[config.mk]
export PLATFORM = sky130hd
export DESIGN_NAME = mem_stage_unit
export DESIGN_NICKNAME = d
export VERILOG_FILES = /design/src/rtl/mem_pkg.sv /design/src/rtl/mem_lane_fmt.sv /design/src/rtl/mem_stage_unit.sv
export SDC_FILE = /design/constraint.sdc
export NUM_CORES = 1
export LEC_CHECK = 0
export BUFFER_PORTS_ARGS = -buffer_cell sky130_fd_sc_hd__buf_2
export CAP_MARGIN = 0
export CORE_ASPECT_RATIO = 0.8
export CORE_MARGIN = 2
export CORE_UTILIZATION = 46
export CTS_CLUSTER_SIZE = 24
export DETAILED_ROUTE_END_ITERATION = 10
export HOLD_SLACK_MARGIN = 0.05
export PLACE_DENSITY = 0.85
export REMOVE_ABC_BUFFERS = 1
export SLEW_MARGIN = 20
export SYNTH_ARGS = -nofsm -noshare
export SYNTH_HDL_FRONTEND = slang
export SYNTH_HIERARCHICAL = 1
export SYNTH_SLANG_ARGS = --single-unit
[constraint.sdc]
create_clock -name clk -period 2.6 [get_ports clk]
set_clock_uncertainty 0.15 [all_clocks]
set_input_delay 0.78 -clock clk [delete_from_list [all_inputs] [get_ports clk]]
set_output_delay 0.78 -clock clk [all_outputs]
set_load 0.01 [all_outputs]
[src/rtl/mem_pkg.sv]
// Shared encodings for the memory stage: access sizes, write-back selects,
// fault codes and the memory-stage FSM state type.
package mem_pkg;

    localparam logic [1:0] SZ_BYTE = 2'd0;
    localparam logic [1:0] SZ_HALF = 2'd1;
    localparam logic [1:0] SZ_WORD = 2'd2;
    localparam logic [1:0] SZ_ILL  = 2'd3;

    localparam logic [1:0] WB_PC  = 2'd0;
    localparam logic [1:0] WB_ALU = 2'd1;
    localparam logic [1:0] WB_MEM = 2'd2;

    localparam logic [1:0] FC_NONE     = 2'd0;
    localparam logic [1:0] FC_MISALIGN = 2'd1;
    localparam logic [1:0] FC_ILLEGAL  = 2'd2;
    localparam logic [1:0] FC_TIMEOUT  = 2'd3;

    typedef enum logic [1:0] {
        ST_IDLE     = 2'd0,
        ST_ACCESS   = 2'd1,
        ST_FAULT_WB = 2'd2
    } state_e;

    // Natural alignment check on the two low byte-offset bits.
    function automatic logic is_misaligned(input logic [1:0] size, input logic [1:0] off);
        logic mis;
        case (size)
            SZ_HALF: mis = off[0];
            SZ_WORD: mis = (off != 2'b00);
            default: mis = 1'b0;
        endcase
        return mis;
    endfunction

endpackage

[src/rtl/mem_lane_fmt.sv]
// Little-endian lane formatting: store replication / byte enables and
// load lane extraction with sign or zero extension.
module mem_lane_fmt
    import mem_pkg::*;
#(
    parameter int DATA_W = 16,
    localparam int NB = DATA_W / 8,
    localparam int LW = $clog2(NB)
) (
    input  logic [1:0]        i_st_size,
    input  logic [LW-1:0]     i_st_lane,
    input  logic [DATA_W-1:0] i_st_data,
    output logic [DATA_W-1:0] o_wdata,
    output logic [NB-1:0]     o_be,
    input  logic [1:0]        i_ld_size,
    input  logic [LW-1:0]     i_ld_lane,
    input  logic              i_ld_sext,
    input  logic [DATA_W-1:0] i_rdata,
    output logic [DATA_W-1:0] o_ld_data
);

    logic [7:0]    w_byte;
    logic [15:0]   w_half;
    logic [LW-1:0] w_hoff;

    // Store path: replicate the store data across lanes and build byte enables.
    always_comb begin
        o_wdata = '0;
        o_be    = '0;
        case (i_st_size)
            SZ_BYTE: begin
                o_wdata = {NB{i_st_data[7:0]}};
                o_be    = NB'(1'b1) << i_st_lane;
            end
            SZ_HALF: begin
                o_wdata = {(NB/2){i_st_data[15:0]}};
                o_be    = NB'(2'b11) << i_st_lane;
            end
            SZ_WORD: begin
                o_wdata = i_st_data;
                o_be    = '1;
            end
            default: begin
                o_wdata = '0;
                o_be    = '0;
            end
        endcase
    end

    // Load path: pick the addressed lane, then fill the upper bits with the sign or zeros.
    always_comb begin
        w_hoff    = i_ld_lane;
        w_hoff[0] = 1'b0;
        w_byte    = i_rdata[i_ld_lane*8 +: 8];
        w_half    = i_rdata[w_hoff*8 +: 16];
        o_ld_data = '0;
        case (i_ld_size)
            SZ_BYTE: begin
                o_ld_data      = {DATA_W{i_ld_sext & w_byte[7]}};
                o_ld_data[7:0] = w_byte;
            end
            SZ_HALF: begin
                o_ld_data       = {DATA_W{i_ld_sext & w_half[15]}};
                o_ld_data[15:0] = w_half;
            end
            SZ_WORD: begin
                o_ld_data = i_rdata;
            end
            default: begin
                o_ld_data = '0;
            end
        endcase
    end

endmodule

[src/rtl/mem_stage_unit.sv]
// Pipeline memory stage: issues req/ack accesses to a variable-latency data
// memory, formats loads, registers the write-back value and reports faults.
module mem_stage_unit
    import mem_pkg::*;
#(
    parameter int DATA_W  = 16,
    parameter int ADDR_W  = 16,
    parameter int TIMEOUT = 15,
    localparam int NB     = DATA_W / 8,
    localparam int LW     = $clog2(NB),
    localparam int CNT_W  = $clog2(TIMEOUT + 1)
) (
    input  logic              clk,
    input  logic              reset,
    input  logic              in_valid,
    input  logic [ADDR_W-1:0] alu_result,
    input  logic [DATA_W-1:0] immediate,
    input  logic [DATA_W-1:0] store_reg,
    input  logic [DATA_W-1:0] pc_link,
    input  logic              data_src,
    input  logic              mem_rd,
    input  logic              mem_wr,
    input  logic [1:0]        size,
    input  logic              sign_ext,
    input  logic [1:0]        wb_sel,
    output logic              stall,
    output logic              mem_req,
    output logic              mem_we,
    output logic [ADDR_W-1:0] mem_addr,
    output logic [DATA_W-1:0] mem_wdata,
    output logic [NB-1:0]     mem_be,
    input  logic              mem_ack,
    input  logic [DATA_W-1:0] mem_rdata,
    output logic              wb_valid,
    output logic [DATA_W-1:0] wb_data,
    output logic              fault,
    output logic [1:0]        fault_code
);

    state_e              r_state, w_state_nxt;
    logic                r_mem_req, w_mem_req_nxt;
    logic                r_mem_we, w_mem_we_nxt;
    logic [ADDR_W-1:0]   r_mem_addr, w_mem_addr_nxt;
    logic [DATA_W-1:0]   r_mem_wdata, w_mem_wdata_nxt;
    logic [NB-1:0]       r_mem_be, w_mem_be_nxt;
    logic                r_wb_valid, w_wb_valid_nxt;
    logic [DATA_W-1:0]   r_wb_data, w_wb_data_nxt;
    logic                r_fault, w_fault_nxt;
    logic [1:0]          r_fault_code, w_fault_code_nxt;
    logic [CNT_W-1:0]    r_cnt, w_cnt_nxt;

    // Command captured at issue so completion does not depend on the held bundle.
    logic [1:0]          r_cmd_wbsel, w_cmd_wbsel_nxt;
    logic [1:0]          r_cmd_size, w_cmd_size_nxt;
    logic                r_cmd_sext, w_cmd_sext_nxt;
    logic                r_cmd_load, w_cmd_load_nxt;
    logic [LW-1:0]       r_cmd_lane, w_cmd_lane_nxt;
    logic [DATA_W-1:0]   r_cmd_wbval, w_cmd_wbval_nxt;

    logic                w_mem_op;
    logic                w_illegal;
    logic                w_misaligned;
    logic [DATA_W-1:0]   w_st_data;
    logic [DATA_W-1:0]   w_st_wdata;
    logic [NB-1:0]       w_st_be;
    logic [DATA_W-1:0]   w_ld_data;
    logic [DATA_W-1:0]   w_wb_direct;
    logic [DATA_W-1:0]   w_wb_done;
    logic [ADDR_W-1:0]   w_addr_aligned;

    assign w_mem_op     = mem_rd | mem_wr;
    assign w_illegal    = (mem_rd & mem_wr) | (size == SZ_ILL) | ((size == SZ_WORD) && (DATA_W == 16));
    assign w_misaligned = is_misaligned(size, alu_result[1:0]);
    assign w_st_data    = data_src ? store_reg : immediate;

    mem_lane_fmt #(
        .DATA_W (DATA_W)
    ) u_lane_fmt (
        .i_st_size (size),
        .i_st_lane (alu_result[LW-1:0]),
        .i_st_data (w_st_data),
        .o_wdata   (w_st_wdata),
        .o_be      (w_st_be),
        .i_ld_size (r_cmd_size),
        .i_ld_lane (r_cmd_lane),
        .i_ld_sext (r_cmd_sext),
        .i_rdata   (mem_rdata),
        .o_ld_data (w_ld_data)
    );

    // Word-aligned address and write-back values for direct and completed ops.
    always_comb begin
        w_addr_aligned           = alu_result;
        w_addr_aligned[LW-1:0]   = '0;
        case (wb_sel)
            WB_PC:   w_wb_direct = pc_link;
            WB_ALU:  w_wb_direct = DATA_W'(alu_result);
            default: w_wb_direct = '0;
        endcase
        if (r_cmd_wbsel[1]) begin
            w_wb_done = r_cmd_load ? w_ld_data : '0;
        end else begin
            w_wb_done = r_cmd_wbval;
        end
    end

    assign stall = (r_state == ST_ACCESS) || ((r_state == ST_IDLE) && in_valid && w_mem_op);

    // Next-state and next-output logic.
    always_comb begin
        w_state_nxt      = r_state;
        w_mem_req_nxt    = r_mem_req;
        w_mem_we_nxt     = r_mem_we;
        w_mem_addr_nxt   = r_mem_addr;
        w_mem_wdata_nxt  = r_mem_wdata;
        w_mem_be_nxt     = r_mem_be;
        w_wb_valid_nxt   = 1'b0;
        w_wb_data_nxt    = r_wb_data;
        w_fault_nxt      = 1'b0;
        w_fault_code_nxt = r_fault_code;
        w_cnt_nxt        = r_cnt;
        w_cmd_wbsel_nxt  = r_cmd_wbsel;
        w_cmd_size_nxt   = r_cmd_size;
        w_cmd_sext_nxt   = r_cmd_sext;
        w_cmd_load_nxt   = r_cmd_load;
        w_cmd_lane_nxt   = r_cmd_lane;
        w_cmd_wbval_nxt  = r_cmd_wbval;
        case (r_state)
            ST_IDLE: begin
                if (in_valid && w_mem_op) begin
                    if (w_illegal || w_misaligned) begin
                        w_state_nxt      = ST_FAULT_WB;
                        w_fault_nxt      = 1'b1;
                        w_fault_code_nxt = w_illegal ? FC_ILLEGAL : FC_MISALIGN;
                        w_wb_valid_nxt   = 1'b1;
                        w_wb_data_nxt    = '0;
                    end else begin
                        w_state_nxt      = ST_ACCESS;
                        w_mem_req_nxt    = 1'b1;
                        w_mem_we_nxt     = mem_wr;
                        w_mem_addr_nxt   = w_addr_aligned;
                        w_mem_wdata_nxt  = w_st_wdata;
                        w_mem_be_nxt     = w_st_be;
                        w_cnt_nxt        = '0;
                        w_cmd_wbsel_nxt  = wb_sel;
                        w_cmd_size_nxt   = size;
                        w_cmd_sext_nxt   = sign_ext;
                        w_cmd_load_nxt   = mem_rd;
                        w_cmd_lane_nxt   = alu_result[LW-1:0];
                        w_cmd_wbval_nxt  = w_wb_direct;
                    end
                end else if (in_valid) begin
                    w_wb_valid_nxt = 1'b1;
                    w_wb_data_nxt  = w_wb_direct;
                end else begin
                    w_state_nxt = ST_IDLE;
                end
            end
            ST_ACCESS: begin
                // An ack in the final wait cycle takes priority over the timeout.
                if (mem_ack) begin
                    w_state_nxt    = ST_IDLE;
                    w_mem_req_nxt  = 1'b0;
                    w_mem_we_nxt   = 1'b0;
                    w_wb_valid_nxt = 1'b1;
                    w_wb_data_nxt  = w_wb_done;
                end else if (r_cnt == CNT_W'(TIMEOUT - 1)) begin
                    w_state_nxt      = ST_IDLE;
                    w_mem_req_nxt    = 1'b0;
                    w_mem_we_nxt     = 1'b0;
                    w_fault_nxt      = 1'b1;
                    w_fault_code_nxt = FC_TIMEOUT;
                end else begin
                    w_cnt_nxt = r_cnt + CNT_W'(1'b1);
                end
            end
            ST_FAULT_WB: begin
                w_state_nxt = ST_IDLE;
            end
            default: begin
                w_state_nxt = ST_IDLE;
            end
        endcase
    end

    // State and output registers with synchronous active-low reset.
    always_ff @(posedge clk) begin
        if (!reset) begin
            r_state      <= ST_IDLE;
            r_mem_req    <= 1'b0;
            r_mem_we     <= 1'b0;
            r_mem_addr   <= '0;
            r_mem_wdata  <= '0;
            r_mem_be     <= '0;
            r_wb_valid   <= 1'b0;
            r_wb_data    <= '0;
            r_fault      <= 1'b0;
            r_fault_code <= FC_NONE;
            r_cnt        <= '0;
            r_cmd_wbsel  <= WB_PC;
            r_cmd_size   <= SZ_BYTE;
            r_cmd_sext   <= 1'b0;
            r_cmd_load   <= 1'b0;
            r_cmd_lane   <= '0;
            r_cmd_wbval  <= '0;
        end else begin
            r_state      <= w_state_nxt;
            r_mem_req    <= w_mem_req_nxt;
            r_mem_we     <= w_mem_we_nxt;
            r_mem_addr   <= w_mem_addr_nxt;
            r_mem_wdata  <= w_mem_wdata_nxt;
            r_mem_be     <= w_mem_be_nxt;
            r_wb_valid   <= w_wb_valid_nxt;
            r_wb_data    <= w_wb_data_nxt;
            r_fault      <= w_fault_nxt;
            r_fault_code <= w_fault_code_nxt;
            r_cnt        <= w_cnt_nxt;
            r_cmd_wbsel  <= w_cmd_wbsel_nxt;
            r_cmd_size   <= w_cmd_size_nxt;
            r_cmd_sext   <= w_cmd_sext_nxt;
            r_cmd_load   <= w_cmd_load_nxt;
            r_cmd_lane   <= w_cmd_lane_nxt;
            r_cmd_wbval  <= w_cmd_wbval_nxt;
        end
    end

    assign mem_req    = r_mem_req;
    assign mem_we     = r_mem_we;
    assign mem_addr   = r_mem_addr;
    assign mem_wdata  = r_mem_wdata;
    assign mem_be     = r_mem_be;
    assign wb_valid   = r_wb_valid;
    assign wb_data    = r_wb_data;
    assign fault      = r_fault;
    assign fault_code = r_fault_code;

endmodule

---- Word level (Yosys, flattened, before mapping) ----
Cells that the tools add are included.
operators by class
  bitwise operators ....................... 6
  multiplexer cells ....................... 47
  $add $sub $neg .......................... 1
  shift-type cells ........................ 3
  reduce and logical (&&, ||, !) cells .... 19
  eq/ne operators ......................... 19
operators with widths
  cell                   number
  $pmux W16 S2           4
  $mux W16               7
  $mux W2                10
  $mux W4                4
  $shiftx A16 B5 Y8      1
  $mux W1                13
  $ne A3 B2 Y1 const B   4
  $pmux W1 S2            5
  $reduce_and A5 Y1      2
  $eq A2 B1 Y1 const B   4
  $logic_not A2 Y1       4
  $ne A2 B2 Y1 const B   4
  $pmux W2 S2            2
  $pmux W4 S2            1
  $reduce_and A4 Y1      2
  $eq A2 B2 Y1 const B   3
  $ne A2 B1 Y1 const B   3
  $pmux W2 S3            1
  $add A4 B1 Y4 const B  1
  $eq A4 B4 Y1 const B   1
  $reduce_bool A2 Y1     2
  $reduce_or A2 Y1       2
  $logic_and A1 B1 Y1    3
  $or A1 B1 Y1           3
  other kinds (7)        9
word-level totals
  bits of input ports ..................... 92
  register bits after elaboration ......... 84

---- Depth between registers and ports, before layout ----
  depth after elaboration ................. 7
  depth in mapped cells ................... 9

---- Cells and area by module ----
The synthesis kept the hierarchy.
modules (own cells, without submodules)
  module          instances  cells each  area an instance (um^2)
  mem_stage_unit  1          484         3918.8
  mem_lane_fmt    1          82          500.5

---- Worst setup path before layout ----
No wires, ideal clock.
  path kind ............................... input to output
  start point ............................. input port mem_rd
  end point ............................... output port stall
  cell stages on the path ................. 4
  arrival time ............................ 1.899 ns
  slack ................................... -0.229 ns
  path buffers ............................ 1
  required time ........................... 1.670 ns
  cell sequence ........................... or2_2 a21oi_1 clkbuf_1 nor2_1
between the ends
  cells in the longest elaborated chain, start to end .. 3
RTL lines
  element              line                   text
  from (decl)          mem_stage_unit.sv:21   input logic mem_rd,
  $or A1 B1 Y1         mem_stage_unit.sv:71   assign w_mem_op = mem_rd | mem_wr;
  $logic_and A1 B1 Y1  mem_stage_unit.sv:107  assign stall = (r_state == ST_ACCESS) || ((r_state == ST_IDLE) && in_valid && w_mem_op);
  $logic_or A1 B1 Y1   mem_stage_unit.sv:107
  to (decl)            mem_stage_unit.sv:26   output logic stall,
No other way between the ends.

---- Worst setup path in the final report ----
Same ends and word-level chain as after synthesis.

==> summary.txt <==
Status
  • Status: complete, no violations

Routing
  • Drt first pass iters: 6
  • Post-DR wirelength/cell: around 16 µm
  • Via-per-instance ratio: around 5.6
  • Antenna viol nets, final: 0
  • Iteration-0 DRC count of the detailed router: roughly 360
  • DR vias: about 4600
  • Final wirelength: 12800 µm
  • DR DRC count: 0

Floorplan
  • Die area: around 0.010 mm²
  • Width of the die: between 100 and 150 µm
  • Site Rows: 31
  • Ports: 149
  • Core box area: between 0.009 and 0.01 mm²
  • Die height: 91.7 µm
  • Initial Util: 0.481

Synth
  • Post-synth cell types: 49
  • Post-synth EDFFs: 0
  • Ys flop type: dfxtp_1
  • Synth warn: 6
  • Post-synth ARST share: 0
  • Flops & latches, synth: 83
  • Post-synthesis sequential area ratio: 0.376
  • Post-Syn Area per Cell: 7.81 µm²
  • Mapped Area: 0.00442 mm²
  • Mapped Cells: 566

Critical path
  • Worst reg2reg startpoint: r_state[1]
  • Crit path DAT: 1.61 ns
  • WP data required: approximately 1.7 ns
  • Worst Setup Path Type: in2out
  • Crit-path max FO: 4
  • Critical Path Source Type: input pin
  • Worst Setup End Kind: output pin
  • Crit path launch: mem_rd

Place
  • Post-DP HPWL: ~9300 µm
  • IO buf count: between 100 and 150
  • Cells after DPL: 808
  • GPL Wtd Cong: between 0.9 and 1

STA
  • Slew @ Worst Pin: between 0.6 and 0.7 ns
  • Fmax: roughly 0.39 GHz
  • Hold Vio Cnt, Final: 0
  • Tcrit/Tclk final: 0.976
  • TNS Setup: 0 ns
  • Final slew viol count: 0
  • Post-route minimum period: roughly 2.5 ns
  • Final setup viols: 0
  • Rel. slew slack: 0.560
  • Min Hold Slack: 0.301 ns

Clocking
  • Clk slew on worst S/H paths: about 0.06 ns
  • Clock Path Buffers: 2
  • Root buffer cell: clkbuf_16
  • CTS Buf Count: 9
  • H-tree Lvls: 3
  • CTS tree: yes
  • CTS sink cnt: slightly above 80
  • CTS Hold Bufs: 0
  • Latest clock arrival within the worst-skew pair: roughly 0.34 ns

Layout
  • Layout Cells excl Fill: ~820
  • Nets: slightly above 800
  • Antenna diodes: 0
  • Layout cells sized above 1: 0.305
  • Number of fill cells in the layout: approximately 800
  • Area Growth Syn to Fin: 26.3%

Run
  • Max-Cap Viols: 0

Power
  • Power density over the cells: 567 mW/mm²
  • Worst IR Drop VDD: between 0.4 and 0.5 mV
  • Tot Pwr: 3160 µW
  • Lkg Pwr: ~0.0025 µW

Worst hold path
  • Worst Hold Class: reg2reg
  • Hold Path Origin: r_cmd_wbval[4]

Global routing
  • First-pass GRT wire length: just over 20000 µm
  • Initial antenna violation count: 0
  • Gr ovfl total: 0
  • Largest net degree at the start of global routing: 27
  • Vias in the first global route: approximately 4400
  • Total track usage: 0.246
-- worst paths after layout --
kind	endpoint	slack, ns	cells after the start
max	stall	0.06	5
max reg2reg	r_cnt[3]	0.25	5
min	r_cmd_wbval[4]	0.30	2
min reg2reg	r_cmd_wbval[4]	0.30	2
-- cell usage in the layout, fill, tap and decap left out, types with 2 or more instances in the layout --
master,instances
a21oi_1,82
dfxtp_1,83
nand2b_1,4
mux2i_1,19
nand2_1,119
a21o_1,8
mux2_2,16
clkbuf_16,9
o221a_1,2
buf_2,147
a21oi_2,2
nand3_1,2
o31a_1,2
o21a_1,4
a2bb2oi_1,16
nor2b_1,19
nor3b_1,2
ha_1,10
o21ai_0,25
buf_4,29
nor3_1,4
clkinv_2,3
o211ai_1,17
nor2_1,34
and2_1,10
a22oi_1,8
inv_1,9
-- per-stage QoR --
step,setup slack (ns),instance area (µm²),util
after floorplan,-2.66,4180,-
after global placement,-0.174,5280,0.575
after detailed placement,-0.246,5280,0.575
after CTS,0.0148,5580,0.607
after global routing,-0.00971,5580,0.607
final,0.0628,5580,0.607
-- critical path, cell delays in order --
cell and delay [ns]:
buf_2 0.13, or2_2 0.32, a21oi_2 0.18, nor2_1 0.05, buf_2 0.14
-- where the power goes --
part / internal, µW / total, µW / switching [µW]
clock network: 765 / 1260 / 495
logic: 240 / 554 / 314
registers: 1320 / 1350 / 27.2
-- flip-flops by register name, indices dropped and copies added (netlist names), 2 cells and up --
name         flops
r_cmd_wbval     16
fault_code       2
mem_wdata       16
mem_be           2
r_cnt            4
r_state          2
r_cmd_size       2
mem_addr        15
wb_data         16
-- layer usage --
layer  vias to the layer above  GRT usage  wire, µm
li1                       2222          -         -
met1                      2134      0.310      5590
met2                       207      0.413      6000
met3                        28     0.0608       984
met4                         0     0.0854       272
met5                         -          0         0
-- area by class of cell --
| cell class | instances | area [µm²] | share of cell area |
|---|---|---|---|
| Multi-Input combinational cell | 424 | 2490 | 0.446 |
| Sequential cell | 83 | 1660 | 0.298 |
| Timing Repair Buffer | 176 | 953 | 0.171 |
| Clock buffer | 11 | 243 | 0.0435 |
| Tap cell | 115 | 144 | 0.0258 |
| Clock inverter | 5 | 52.6 | 0.00941 |
| Inverter | 10 | 37.5 | 0.00672 |
-- cell families after synthesis --
kind of cell	count (synthesis)	synth area share
AO/OA/AOI/OAI	172	0.238
AND/OR/NAND/NOR	206	0.210
buffers and inverters	59	0.0634
flip-flops	83	0.376
adder cells (fa/ha/maj)	10	0.0283
multiplexers	35	0.0838
other	1	0.000849
-- what timing repair did --
action | CTS | global route
resized for setup | 0 | 1
setup buffers | 0 | 0
setup endpoints to repair | 0 | 1
-- cells in the mapped netlist (2+ instances only) --
| library cell | count | area share |
|---|---|---|
| nor2_1 | 34 | 0.029 |
| nand3_1 | 2 | 0.0023 |
| a21oi_1 | 83 | 0.094 |
| clkbuf_1 | 26 | 0.022 |
| o221a_1 | 2 | 0.0051 |
| buf_6 | 5 | 0.013 |
| buf_2 | 13 | 0.015 |
| and2_1 | 10 | 0.014 |
| inv_1 | 9 | 0.0076 |
| a2bb2oi_1 | 16 | 0.032 |
| mux2i_1 | 19 | 0.043 |
| o21a_1 | 4 | 0.0068 |
| ha_1 | 10 | 0.028 |
| mux2_2 | 16 | 0.041 |
| nand2b_1 | 4 | 0.0057 |
| nor3b_1 | 2 | 0.0034 |
| nor3_1 | 4 | 0.0045 |
| a22oi_1 | 8 | 0.014 |
| nor2b_1 | 19 | 0.027 |
| o21ai_0 | 25 | 0.028 |
| buf_1 | 3 | 0.0025 |
| dfxtp_1 | 83 | 0.38 |
| o211ai_1 | 17 | 0.029 |
| nand2_1 | 119 | 0.10 |
| o31a_1 | 2 | 0.0040 |
| a21o_1 | 8 | 0.014 |
(Power assumes the default switching activity.)
